## src/rtl/alu_pkg.sv

```systemverilog
// Shared opcode and FSM definitions for the multi-cycle ALU.
package alu_pkg;

  localparam int CTRL_W_DEF = 5;

  // Opcodes are compared after zero-extending ALUControl to 32 bits, which
  // keeps the decode independent of CTRL_W.
  localparam logic [31:0] ALU_ADD = 32'd1;
  localparam logic [31:0] ALU_SUB = 32'd2;
  localparam logic [31:0] ALU_MUL = 32'd3;
  localparam logic [31:0] ALU_SLL = 32'd4;
  localparam logic [31:0] ALU_SRL = 32'd5;
  localparam logic [31:0] ALU_AND = 32'd6;
  localparam logic [31:0] ALU_OR  = 32'd7;
  localparam logic [31:0] ALU_XOR = 32'd8;
  localparam logic [31:0] ALU_SRA = 32'd9;
  localparam logic [31:0] ALU_LTU = 32'd10;
  localparam logic [31:0] ALU_GE  = 32'd11;
  localparam logic [31:0] ALU_EQ  = 32'd12;
  localparam logic [31:0] ALU_NOR = 32'd13;
  localparam logic [31:0] ALU_LT  = 32'd14;
  localparam logic [31:0] ALU_NE  = 32'd15;
  localparam logic [31:0] ALU_GT  = 32'd16;
  localparam logic [31:0] ALU_LE  = 32'd17;

  typedef enum logic {
    ST_IDLE = 1'b0,
    ST_MUL  = 1'b1
  } state_t;

endpackage

```

## src/rtl/mul_iter.sv

```systemverilog
// Iterative shift-add unsigned multiplier: one multiplier bit per cycle,
// full 2*WIDTH product, done pulses one cycle after the last bit.
module mul_iter
  import alu_pkg::*;
#(
  parameter int WIDTH = 32
) (
  input  logic                 Clk,
  input  logic                 Reset,
  input  logic                 start,
  input  logic [WIDTH-1:0]     a,
  input  logic [WIDTH-1:0]     b,
  output logic                 done,
  output logic [2*WIDTH-1:0]   prod
);

  localparam int SHW = $clog2(WIDTH);

  logic [2*WIDTH-1:0] mcand_p0;
  logic [WIDTH-1:0]   mplier_p0;
  logic [2*WIDTH-1:0] acc_p1;
  logic [SHW-1:0]     cnt;
  logic               busy;

  // Operand capture: pure data, loaded only on start.
  always_ff @(posedge Clk) begin
    if (start) begin
      mcand_p0  <= {{WIDTH{1'b0}}, a};
      mplier_p0 <= b;
    end
  end

  // Control and accumulator: one partial product per cycle while busy.
  always_ff @(posedge Clk) begin
    if (Reset) begin
      busy   <= 1'b0;
      done   <= 1'b0;
      cnt    <= '0;
      acc_p1 <= '0;
    end else begin
      done <= 1'b0;
      if (start) begin
        busy   <= 1'b1;
        cnt    <= '0;
        acc_p1 <= '0;
      end else if (busy) begin
        if (mplier_p0[cnt]) begin
          acc_p1 <= acc_p1 + (mcand_p0 << cnt);
        end
        cnt <= cnt + 1'b1;
        if (cnt == SHW'(WIDTH - 1)) begin
          busy <= 1'b0;
          done <= 1'b1;
        end
      end
    end
  end

  assign prod = acc_p1;

endmodule

```

## src/rtl/alu_mc_pipe.sv

```systemverilog
// EX-stage ALU with valid/ready on both sides: single-cycle ops register
// on the accept edge, MUL hands off to the iterative multiplier.
module alu_mc_pipe
  import alu_pkg::*;
#(
  parameter int WIDTH  = 32,
  parameter int SHW    = $clog2(WIDTH),
  parameter int CTRL_W = CTRL_W_DEF
) (
  input  logic              Clk,
  input  logic              Reset,
  input  logic              InValid,
  output logic              InReady,
  input  logic [CTRL_W-1:0] ALUControl,
  input  logic [WIDTH-1:0]  A,
  input  logic [WIDTH-1:0]  B,
  output logic              OutValid,
  input  logic              OutReady,
  output logic [WIDTH-1:0]  ALUResult,
  output logic [WIDTH-1:0]  ResultHi,
  output logic              Zero,
  output logic              Overflow
);

  state_t               state;
  state_t               state_nxt;
  logic [31:0]          op;
  logic                 accept;
  logic                 is_mul;
  logic                 mul_done;
  logic [2*WIDTH-1:0]   mul_prod;
  logic signed [WIDTH-1:0] a_s;
  logic signed [WIDTH-1:0] b_s;
  logic [WIDTH-1:0]     sum_p0;
  logic [WIDTH-1:0]     diff_p0;
  logic [WIDTH-1:0]     res_p0;
  logic                 ovf_p0;

  // Signed overflow: operands agree in sign but the result does not.
  function automatic logic add_ovf(input logic [WIDTH-1:0] x,
                                   input logic [WIDTH-1:0] y,
                                   input logic [WIDTH-1:0] s);
    return (x[WIDTH-1] == y[WIDTH-1]) && (s[WIDTH-1] != x[WIDTH-1]);
  endfunction

  // SUB overflows when operand signs differ and the result flips from A.
  function automatic logic sub_ovf(input logic [WIDTH-1:0] x,
                                   input logic [WIDTH-1:0] y,
                                   input logic [WIDTH-1:0] d);
    return (x[WIDTH-1] != y[WIDTH-1]) && (d[WIDTH-1] != x[WIDTH-1]);
  endfunction

  assign op      = 32'(ALUControl);
  assign is_mul  = (op == ALU_MUL);
  assign InReady = (state == ST_IDLE) && (!OutValid || OutReady);
  assign accept  = InValid && InReady;
  assign a_s     = A;
  assign b_s     = B;
  assign sum_p0  = A + B;
  assign diff_p0 = A - B;

  mul_iter #(
    .WIDTH (WIDTH)
  ) u_mul (
    .Clk   (Clk),
    .Reset (Reset),
    .start (accept && is_mul),
    .a     (A),
    .b     (B),
    .done  (mul_done),
    .prod  (mul_prod)
  );

  // Single-cycle result and overflow, decoded from the current opcode.
  always_comb begin
    res_p0 = '0;
    ovf_p0 = 1'b0;
    case (op)
      ALU_ADD: begin
        res_p0 = sum_p0;
        ovf_p0 = add_ovf(A, B, sum_p0);
      end
      ALU_SUB: begin
        res_p0 = diff_p0;
        ovf_p0 = sub_ovf(A, B, diff_p0);
      end
      ALU_SLL: res_p0 = A << B[SHW-1:0];
      ALU_SRL: res_p0 = A >> B[SHW-1:0];
      ALU_SRA: res_p0 = $unsigned(a_s >>> B[SHW-1:0]);
      ALU_AND: res_p0 = A & B;
      ALU_OR:  res_p0 = A | B;
      ALU_XOR: res_p0 = A ^ B;
      ALU_NOR: res_p0 = ~(A | B);
      ALU_LTU: res_p0 = {{(WIDTH-1){1'b0}}, (A < B)};
      ALU_GE:  res_p0 = {{(WIDTH-1){1'b0}}, (a_s >= b_s)};
      ALU_EQ:  res_p0 = {{(WIDTH-1){1'b0}}, (A == B)};
      ALU_LT:  res_p0 = {{(WIDTH-1){1'b0}}, (a_s < b_s)};
      ALU_NE:  res_p0 = {{(WIDTH-1){1'b0}}, (A != B)};
      ALU_GT:  res_p0 = {{(WIDTH-1){1'b0}}, (a_s > b_s)};
      ALU_LE:  res_p0 = {{(WIDTH-1){1'b0}}, (a_s <= b_s)};
      default: res_p0 = '0;
    endcase
  end

  // FSM state register.
  always_ff @(posedge Clk) begin
    if (Reset) state <= ST_IDLE;
    else       state <= state_nxt;
  end

  // Next state: MUL is entered on its accept and left when the product lands.
  always_comb begin
    state_nxt = state;
    case (state)
      ST_IDLE: if (accept && is_mul) state_nxt = ST_MUL;
      ST_MUL:  if (mul_done)         state_nxt = ST_IDLE;
      default: state_nxt = ST_IDLE;
    endcase
  end

  // Output registers: load on a single-cycle accept or on multiplier done,
  // otherwise hold until the consumer takes the result.
  always_ff @(posedge Clk) begin
    if (Reset) begin
      OutValid  <= 1'b0;
      ALUResult <= '0;
      ResultHi  <= '0;
      Zero      <= 1'b1;
      Overflow  <= 1'b0;
    end else if (state == ST_MUL) begin
      if (mul_done) begin
        OutValid  <= 1'b1;
        ALUResult <= mul_prod[WIDTH-1:0];
        ResultHi  <= mul_prod[2*WIDTH-1:WIDTH];
        Zero      <= (mul_prod[WIDTH-1:0] == '0);
        Overflow  <= 1'b0;
      end
    end else if (accept) begin
      if (is_mul) begin
        OutValid <= 1'b0;
      end else begin
        OutValid  <= 1'b1;
        ALUResult <= res_p0;
        ResultHi  <= '0;
        Zero      <= (res_p0 == '0);
        Overflow  <= ovf_p0;
      end
    end else if (OutReady) begin
      OutValid <= 1'b0;
    end
  end

endmodule
```

## config.mk

```make
export PLATFORM = sky130hd
export DESIGN_NAME = alu_mc_pipe
export DESIGN_NICKNAME = d
export VERILOG_FILES = /design/src/rtl/alu_pkg.sv /design/src/rtl/mul_iter.sv /design/src/rtl/alu_mc_pipe.sv
export SDC_FILE = /design/constraint.sdc
export NUM_CORES = 1
export LEC_CHECK = 0
export CORE_ASPECT_RATIO = 2
export CORE_MARGIN = 1
export CORE_UTILIZATION = 55
export DETAILED_ROUTE_END_ITERATION = 7
export PLACE_DENSITY = 0.77
export SLEW_MARGIN = 20
export SYNTH_ARGS = -nofsm -noshare
export SYNTH_HDL_FRONTEND = slang
export SYNTH_SLANG_ARGS = --single-unit
```

## constraint.sdc

```tcl
create_clock -name Clk -period 6.2 [get_ports Clk]
set_input_delay 0.62 -clock Clk [delete_from_list [all_inputs] [get_ports Clk]]
set_output_delay 0.62 -clock Clk [all_outputs]
set_load 0.01 [all_outputs]
```

==> results.yml, run 1 <==
yosys:
  synthMuxAreaShare: 0.148
  synth_edf_count: 64
  yosys.area_share.adder: 0.0949
  synth-compound-area-share: 0.261
  synth.most_common_cell: "nor2_1"
  ys_types: 86
  ys.flop_type: "dfxtp_1"
  synth-simple-area-share: 0.203
  synth_xor_area_frac: 0.0245
  ys_ff_latch: 203
  synth_commonest_cells: "311 x nor2_1, 305 x a21oi_1, 294 x nand2_1"
  yosysWarnings: 0
  synth_area_um2: 22900
  synth_area_per_cell_um2: 7.75
  synth_nets: 3202
  synth_top_family_by_area: "compound AO/OA/AOI/OAI gates"
  synth_area_leaders: "dfxtp_1 12%, ha_1 9.2%, edfxtp_1 8.4%"
  synthCells: 2957
  yosysTopAreaCellShare: 0.121
  synth_area_leader_cell: "dfxtp_1"
  yosysSeqAreaShare: 0.205
  async_flop_share: 0
global_routing:
  grt_start_max_net_pins: 75
  grt_overflow_total: 151
  grt_pass1_wl_um: 196000
  grtUsageTotal: 0.616
  grt_pass1_vias: 28640
floorplanning:
  row_count: 105
  die_y_um: 291
  start_util: 0.559
  io_pins: 141
  die_w_um: 146
clock_network:
  postCtsSetupBuffers: 0
  clk_path_buf_depth: 3
  clock-sinks: 203
  cts_max_level: 1
  root_buffer: "clkbuf_16"
  postCtsHoldBufs: 0
  cts_resized: 0
  cts_made_buffers: 20
placed_design:
  gp_congestion: 1.15
  dp_hpwl_um: 92400
  port_buffers: 140
outcome:
  lastStage: "5_1_grt"
  stop_error: "[ERROR GRT-0116] Global routing finished with congestion. Check the congestion regions in the DRC Viewer."
  status: "did not finish"
[through the flow]
stage / hold WS, ns / area [µm²] / std cells / util / setup WS [ns]
floorplan: 0.432 / 22900 / 2957 / - / 0.541
global placement: 0.441 / 25200 / 3551 / 0.615 / 0.637
detailed placement: 0.446 / 25200 / 3551 / 0.615 / 0.627
CTS: 0.464 / 25900 / 3587 / 0.631 / 0.662
[logic make-up after synthesis]
logic type	count (synthesis)
multiplexers	244
AO/OA/AOI/OAI	916
buffers and inverters	353
AND/OR/NAND/NOR	1005
XOR/XNOR	64
flip-flops	203
adder cells (fa/ha/maj)	172
[metal layers]
metal / overflow / track usage
met3: 1 / 0.275
met2: 93 / 0.909
met1: 0 / 0.592
met4: 57 / 0.722
met5: 0 / 0.00698
==> inputs of run 2 (changes only) <==
- CORE_ASPECT_RATIO: 2 -> unset
- CORE_UTILIZATION: 55 -> 40
- PLACE_DENSITY: 0.77 -> unset
- PLACE_DENSITY_LB_ADDON: unset -> 0.15
==> run 2 against run 1 <==
The run now ends clean. Area after synthesis stayed put. Synthesized cell count is the same.
==> results.yml, run 2 <==
outcome:
  status: "complete, no violations"
floorplanning:
  die_y_um: 241
  start_util: 0.406
  coreArea_um2: 56500
  die_area_um2: 58200
  io_pins: 141
  row_count: 87
  die_w_um: 241
clock_network:
  cts_made_buffers: 28
  postCtsSetupBuffers: 0
  clk_path_buf_depth: 3
  clk-insertion-delay-late_ns: 0.57
  clock-sinks: 203
  postCtsHoldBufs: 0
  cts_resized: 0
  path_clk_slew_ns: 0.06
  cts_max_level: 1
  tritoncts: "yes"
  root_buffer: "clkbuf_16"
yosys:
  ys_types: 86
  synth_nets: 3202
  synth_area_um2: 22900
  synthMuxAreaShare: 0.148
  synth.most_common_cell: "nor2_1"
  synth_commonest_cells: "311 x nor2_1, 305 x a21oi_1, 294 x nand2_1"
  yosysTopAreaCellShare: 0.121
  yosysSeqAreaShare: 0.205
  synth_edf_count: 64
  synth_xor_area_frac: 0.0245
  yosys.area_share.adder: 0.0949
  synth_area_leaders: "dfxtp_1 12%, ha_1 9.2%, edfxtp_1 8.4%"
  synth-compound-area-share: 0.261
  synthCells: 2957
  async_flop_share: 0
  synth-simple-area-share: 0.203
  synth_top_family_by_area: "compound AO/OA/AOI/OAI gates"
  yosysWarnings: 0
  ys_ff_latch: 203
  synth_area_per_cell_um2: 7.75
  synth_area_leader_cell: "dfxtp_1"
  ys.flop_type: "dfxtp_1"
sta:
  fin_crit_ns: 5.47
  fin_crit_sh: 0.882
  fin_ws_ns: 0.730
  maxSlewViolCount: 0
  rsz0062_at_grt: "false"
  slew_headroom: 0.201
  max_freq_mhz: 183
  setup_tns_ns: 0
  finalSetupViolations: 0
  hold_viol_final: 0
  tightest_slew_ns: 1.19
  fin_skew_ns: 0.0280
global_routing:
  grt_pass1_vias: 23254
  antenna_found_initial: 4
  grtUsageTotal: 0.361
  grt_pass1_wl_um: 155000
  grt_start_max_net_pins: 95
  grt_overflow_total: 0
route:
  finalWirelength_um: 107000
  wl_per_cell_um: 28.1
  drc: 0
  drtIter0Drc: 2586
  vias: 24547
  routed_via_density: 6.46
  ant_nets: 0
  firstDrtPassIters: 6
layout:
  largest_reg_flops: 64
  fin_nets: 3264
  layout_commonest_cell: "nor2_1"
  final_cell_mix: "309 x nor2_1, 305 x a21oi_1, 293 x nand2_1"
  fin_area_um2: 26200
  area_growth_pct: 14.4
  drive_above_1_share: 0.108
worst_setup_path:
  critPathCaptureType: "register"
  crit_arrival_ns: 5.94
  crit_type: "register to register"
  ff2ff_path_depth: 19
  r2r_slack_ns: 0.73
  crit_end: "u_mul.prod[57]"
  r2r-end: "u_mul.prod[57]"
  crit_start: "u_mul.cnt[1]"
  cp_max_fo: 34
  required_ns: 6.67
  cp-start-kind: "register"
  rr_startpoint: "u_mul.cnt[1]"
placed_design:
  place_area_um2: 25200
  port_buffers: 140
  dp_hpwl_um: 84400
  gp_congestion: 1.04
  pre_cts_ws_ns: 0.602
worst_hold_path:
  min_path_type: "register to register"
job:
  max_cap_violations: 0
power_and_ir_drop:
  power_leakage_uw: 0.0102
  power.density_nw_per_um2: 166
  irDropWorstVdd_v: 0.000230
-- run 2: cell counts after synthesis --
Identical to the previous run, type by type.
-- run 2: where the power goes --
group,switching [µW],leakage [µW],total [µW],internal [µW]
registers,14.5,0.00170,1400,1390
clock network,644,0.000479,1700,1060
logic,805,0.00799,1240,440
-- run 2: worst min path at each step --
stage | from | end | slack (ns) | depth (start not counted)
floorplan | u_mul.prod[63] | ResultHi[31] | 0.43 | 2
global placement | ALUResult[20] | ALUResult[20] | 0.44 | 2
detailed placement | ALUResult[27] | ALUResult[27] | 0.45 | 2
CTS | ALUResult[27] | ALUResult[27] | 0.46 | 2
global route | B[3] | u_mul.mplier_p0[3] | 0.47 | 1
finish | u_mul.prod[63] | ResultHi[31] | 0.45 | 2
-- run 2: stage by stage --
stage | util | hold slack (ns) | total power [µW] | instances
floorplan | - | 0.432 | 2140 | 2957
global placement | 0.447 | 0.444 | 2640 | 3745
detailed placement | 0.447 | 0.448 | 2630 | 3745
CTS | 0.464 | 0.456 | 4350 | 3797
global route | 0.464 | 0.472 | 4500 | 3797
finish | 0.464 | 0.452 | 4350 | 3798
-- run 2: critical path, cell delays in order, from the launching register on --
cell      delay (ns)
dfxtp_2         0.55
buf_4           0.46
nand2b_1        0.36
nor2_1          0.08
a21oi_1         0.34
mux2_2          0.27
nor2_1          0.05
ha_1            0.36
a21o_1          0.20
a21o_1          0.18
a21oi_1         0.17
o21ai_0         0.10
a21oi_1         0.42
o41ai_1         0.23
a31o_2          0.32
a31o_2          0.30
a211oi_1        0.45
nor3_1          0.11
mux2_2          0.28
o22ai_1         0.13
-- run 2: metal layers --
layer,GRT usage,share of wire
met3,0.0424,0.078
met1,0.457,0.40
met4,0.204,0.062
met2,0.594,0.46
met5,0,0
-- run 2: layout make-up --
| type | count | area, µm² |
|---|---|---|
| Fill cell | 5670 | 30300 |
| Sequential cell | 203 | 4710 |
| Clock buffer | 41 | 833 |
| Timing Repair Buffer | 258 | 2300 |
| Inverter | 127 | 477 |
| Tap cell | 756 | 946 |
| Clock inverter | 11 | 148 |
| Antenna cell | 1 | 2.50 |
| Multi-Input combinational cell | 2401 | 16800 |
-- run 2: kinds of logic (layout without fill, tap and decap cells) --
kind of cell,after synthesis,in the layout
simple gates,1005,1005
compound gates,916,916
buf+inv,353,437
mux,244,244
flops,203,203
fa+ha+maj,172,172
xor+xnor,64,64
other cells,0,1
(Power assumes the default switching activity.)
==> inputs of run 3 (changes only) <==
- CORE_UTILIZATION: 40 -> 54
==> run 3 against run 2 <==
Hold slack got worse by 0.033 ns. Clock skew shrank 0.012 ns. Register-to-register slack got worse by 0.26 ns. Maximum frequency decreased by 4.5%. Combinational power is essentially flat. Via count increased by 3.5%. Final area decreased by 1.6%. Routed wire length fell by 5.5%. Sequential share of layout area increased by 0.28 points. Critical path depth rose by 2. Critical endpoint is now u_mul.prod[56]. First-iteration DRC count is 45% higher. Critical path type unchanged. Highest routed layer is now met5.
==> results.yml, run 3 (same netlist as run 2, synthesis figures left out) <==
worst_setup_path:
  crit_arrival_ns: 6.15
  cp-start-kind: "register"
  ff2ff_path_depth: 21
  critPathCaptureType: "register"
  rr_startpoint: "u_mul.cnt[1]"
  r2r-end: "u_mul.prod[56]"
  required_ns: 6.62
  max_stage_delay_ns: 0.56
  r2r_slack_ns: 0.47
  crit_slowest_cell: "o21ai_0"
  cp_max_fo: 40
  crit_type: "register to register"
  critical_path_buf_inv_count: 2
  critPathTopFamily: "compound AO/OA/AOI/OAI gates"
  worstPathCellList: "buf_4 > mux2_2 > o21ai_0 > nor2_1 > a21oi_1 > mux2_2 > mux2i_1 > ha_1 > a21o_1 > a21o_1 > a21oi_1 > a21bo_2 > o221ai_1 > o211a_1 > o21ai_0 > o311ai_0 > buf_4 > a31oi_1 > xnor2_1 > mux2i_1 > nor2_1"
  cp.depth: 21
sta:
  max_freq_mhz: 175
  fin_crit_sh: 0.924
  tightest_slew_ns: 1.22
  setup_tns_ns: 0
  rsz0062_at_grt: "false"
  finalSetupViolations: 0
  fin_crit_ns: 5.73
  slew_headroom: 0.183
  fin_skew_ns: 0.0157
  hold_viol_final: 0
  maxSlewViolCount: 0
layout:
  fin_nets: 3255
  drive_above_1_share: 0.105
  utilization: 0.617
  final_cell_mix: "309 x nor2_1, 305 x a21oi_1, 293 x nand2_1"
  ff_latch_area_um2: 4710
  largest_reg_flops: 64
  fill_cells: 3683
  fin_area_um2: 25800
  layout_commonest_cell: "nor2_1"
  area_growth_pct: 12.7
  multi_input_area_um2: 16800
route:
  ant_nets: 0
  drc: 0
  wl_per_cell_um: 28.3
  vias: 25405
  drtIter0Drc: 3759
  routed_via_density: 7.11
  firstDrtPassIters: 8
  finalWirelength_um: 101000
clock_network:
  tritoncts: "yes"
  cts_made_buffers: 24
  root_buffer: "clkbuf_16"
  clk_path_buf_depth: 3
  postCtsHoldBufs: 0
  postCtsSetupBuffers: 0
  cts_resized: 0
  clk-insertion-delay-late_ns: 0.54
  clock-sinks: 203
  cts_max_level: 1
  path_clk_slew_ns: 0.07
worst_hold_path:
  hp-start: "Reset"
  whs_path_depth: 2
  whs_endpoint: "ALUResult[9]"
  min_path_type: "primary input to register"
floorplanning:
  die_area_um2: 43300
  die_w_um: 208
  coreArea_um2: 41900
  io_pins: 141
  row_count: 75
  start_util: 0.547
  die_y_um: 208
global_routing:
  grt_overflow_total: 0
  antenna_found_initial: 5
  grtUsageTotal: 0.451
  grt_start_max_net_pins: 97
  grt_pass1_vias: 23975
  grt_pass1_wl_um: 149000
power_and_ir_drop:
  power_leakage_uw: 0.0101
  irDropWorstVdd_v: 0.000188
  power.density_nw_per_um2: 162
outcome:
  status: "complete, no violations"
job:
  max_cap_violations: 0
placed_design:
  gp_congestion: 1.05
  place_area_um2: 24900
  dp_hpwl_um: 77300
  port_buffers: 140
## run 3: report_power, final
part | internal [µW] | switching, µW
Clock | 945 | 593
Sequential | 1390 | 14.3
Combinational | 439 | 801
## run 3: layout make-up
type	instances	share of cell area
multi-input cells	2401	0.651
flip-flops and latches	203	0.183
repair buffers	253	0.0883
well taps	539	0.0261
clock buffers	27	0.0245
inverters	127	0.0185
clock inverters	17	0.00863
diodes	4	0.000388
## run 3: worst max-delay path by stage
stage                       from             end
finish              u_mul.cnt[1]  u_mul.prod[56]
global placement            A[9]            Zero
detailed placement  u_mul.cnt[1]  u_mul.prod[56]
CTS                 u_mul.cnt[1]  u_mul.prod[56]
floorplan           u_mul.cnt[0]  u_mul.prod[57]
global route        u_mul.cnt[1]  u_mul.prod[56]
## run 3: layer usage
layer	share of wire	up-vias	wire, µm	global-route usage
li1	-	11074	-	-
met1	0.36	11925	36500	0.544
met2	0.43	1897	43400	0.701
met3	0.12	505	12500	0.115
met4	0.084	4	8510	0.322
met5	0.00023	-	23	0
## run 3: metrics by stage
step / instances / hold WS [ns] / worst slack (ns) / total power (µW)
finish: 3571 / 0.418 / 0.472 / 4180
global placement: 3523 / 0.441 / 0.668 / 2590
global route: 3567 / 0.416 / 0.0464 / 4280
detailed placement: 3523 / 0.444 / 0.648 / 2600
CTS: 3567 / 0.402 / 0.609 / 4120
floorplan: 2957 / 0.432 / 0.541 / 2140
## run 3: worst reg2reg max path: stages, from the launching register on
cell and delay [ns]:
dfxtp_2 0.46, buf_4 0.45, mux2_2 0.42, o21ai_0 0.56, nor2_1 0.08, a21oi_1 0.35
mux2_2 0.29, mux2i_1 0.09, ha_1 0.38, a21o_1 0.20, a21o_1 0.18, a21oi_1 0.33
a21bo_2 0.23, o221ai_1 0.12, o211a_1 0.19, o21ai_0 0.41, o311ai_0 0.20, buf_4 0.19
a31oi_1 0.20, xnor2_1 0.08, mux2i_1 0.13, nor2_1 0.05
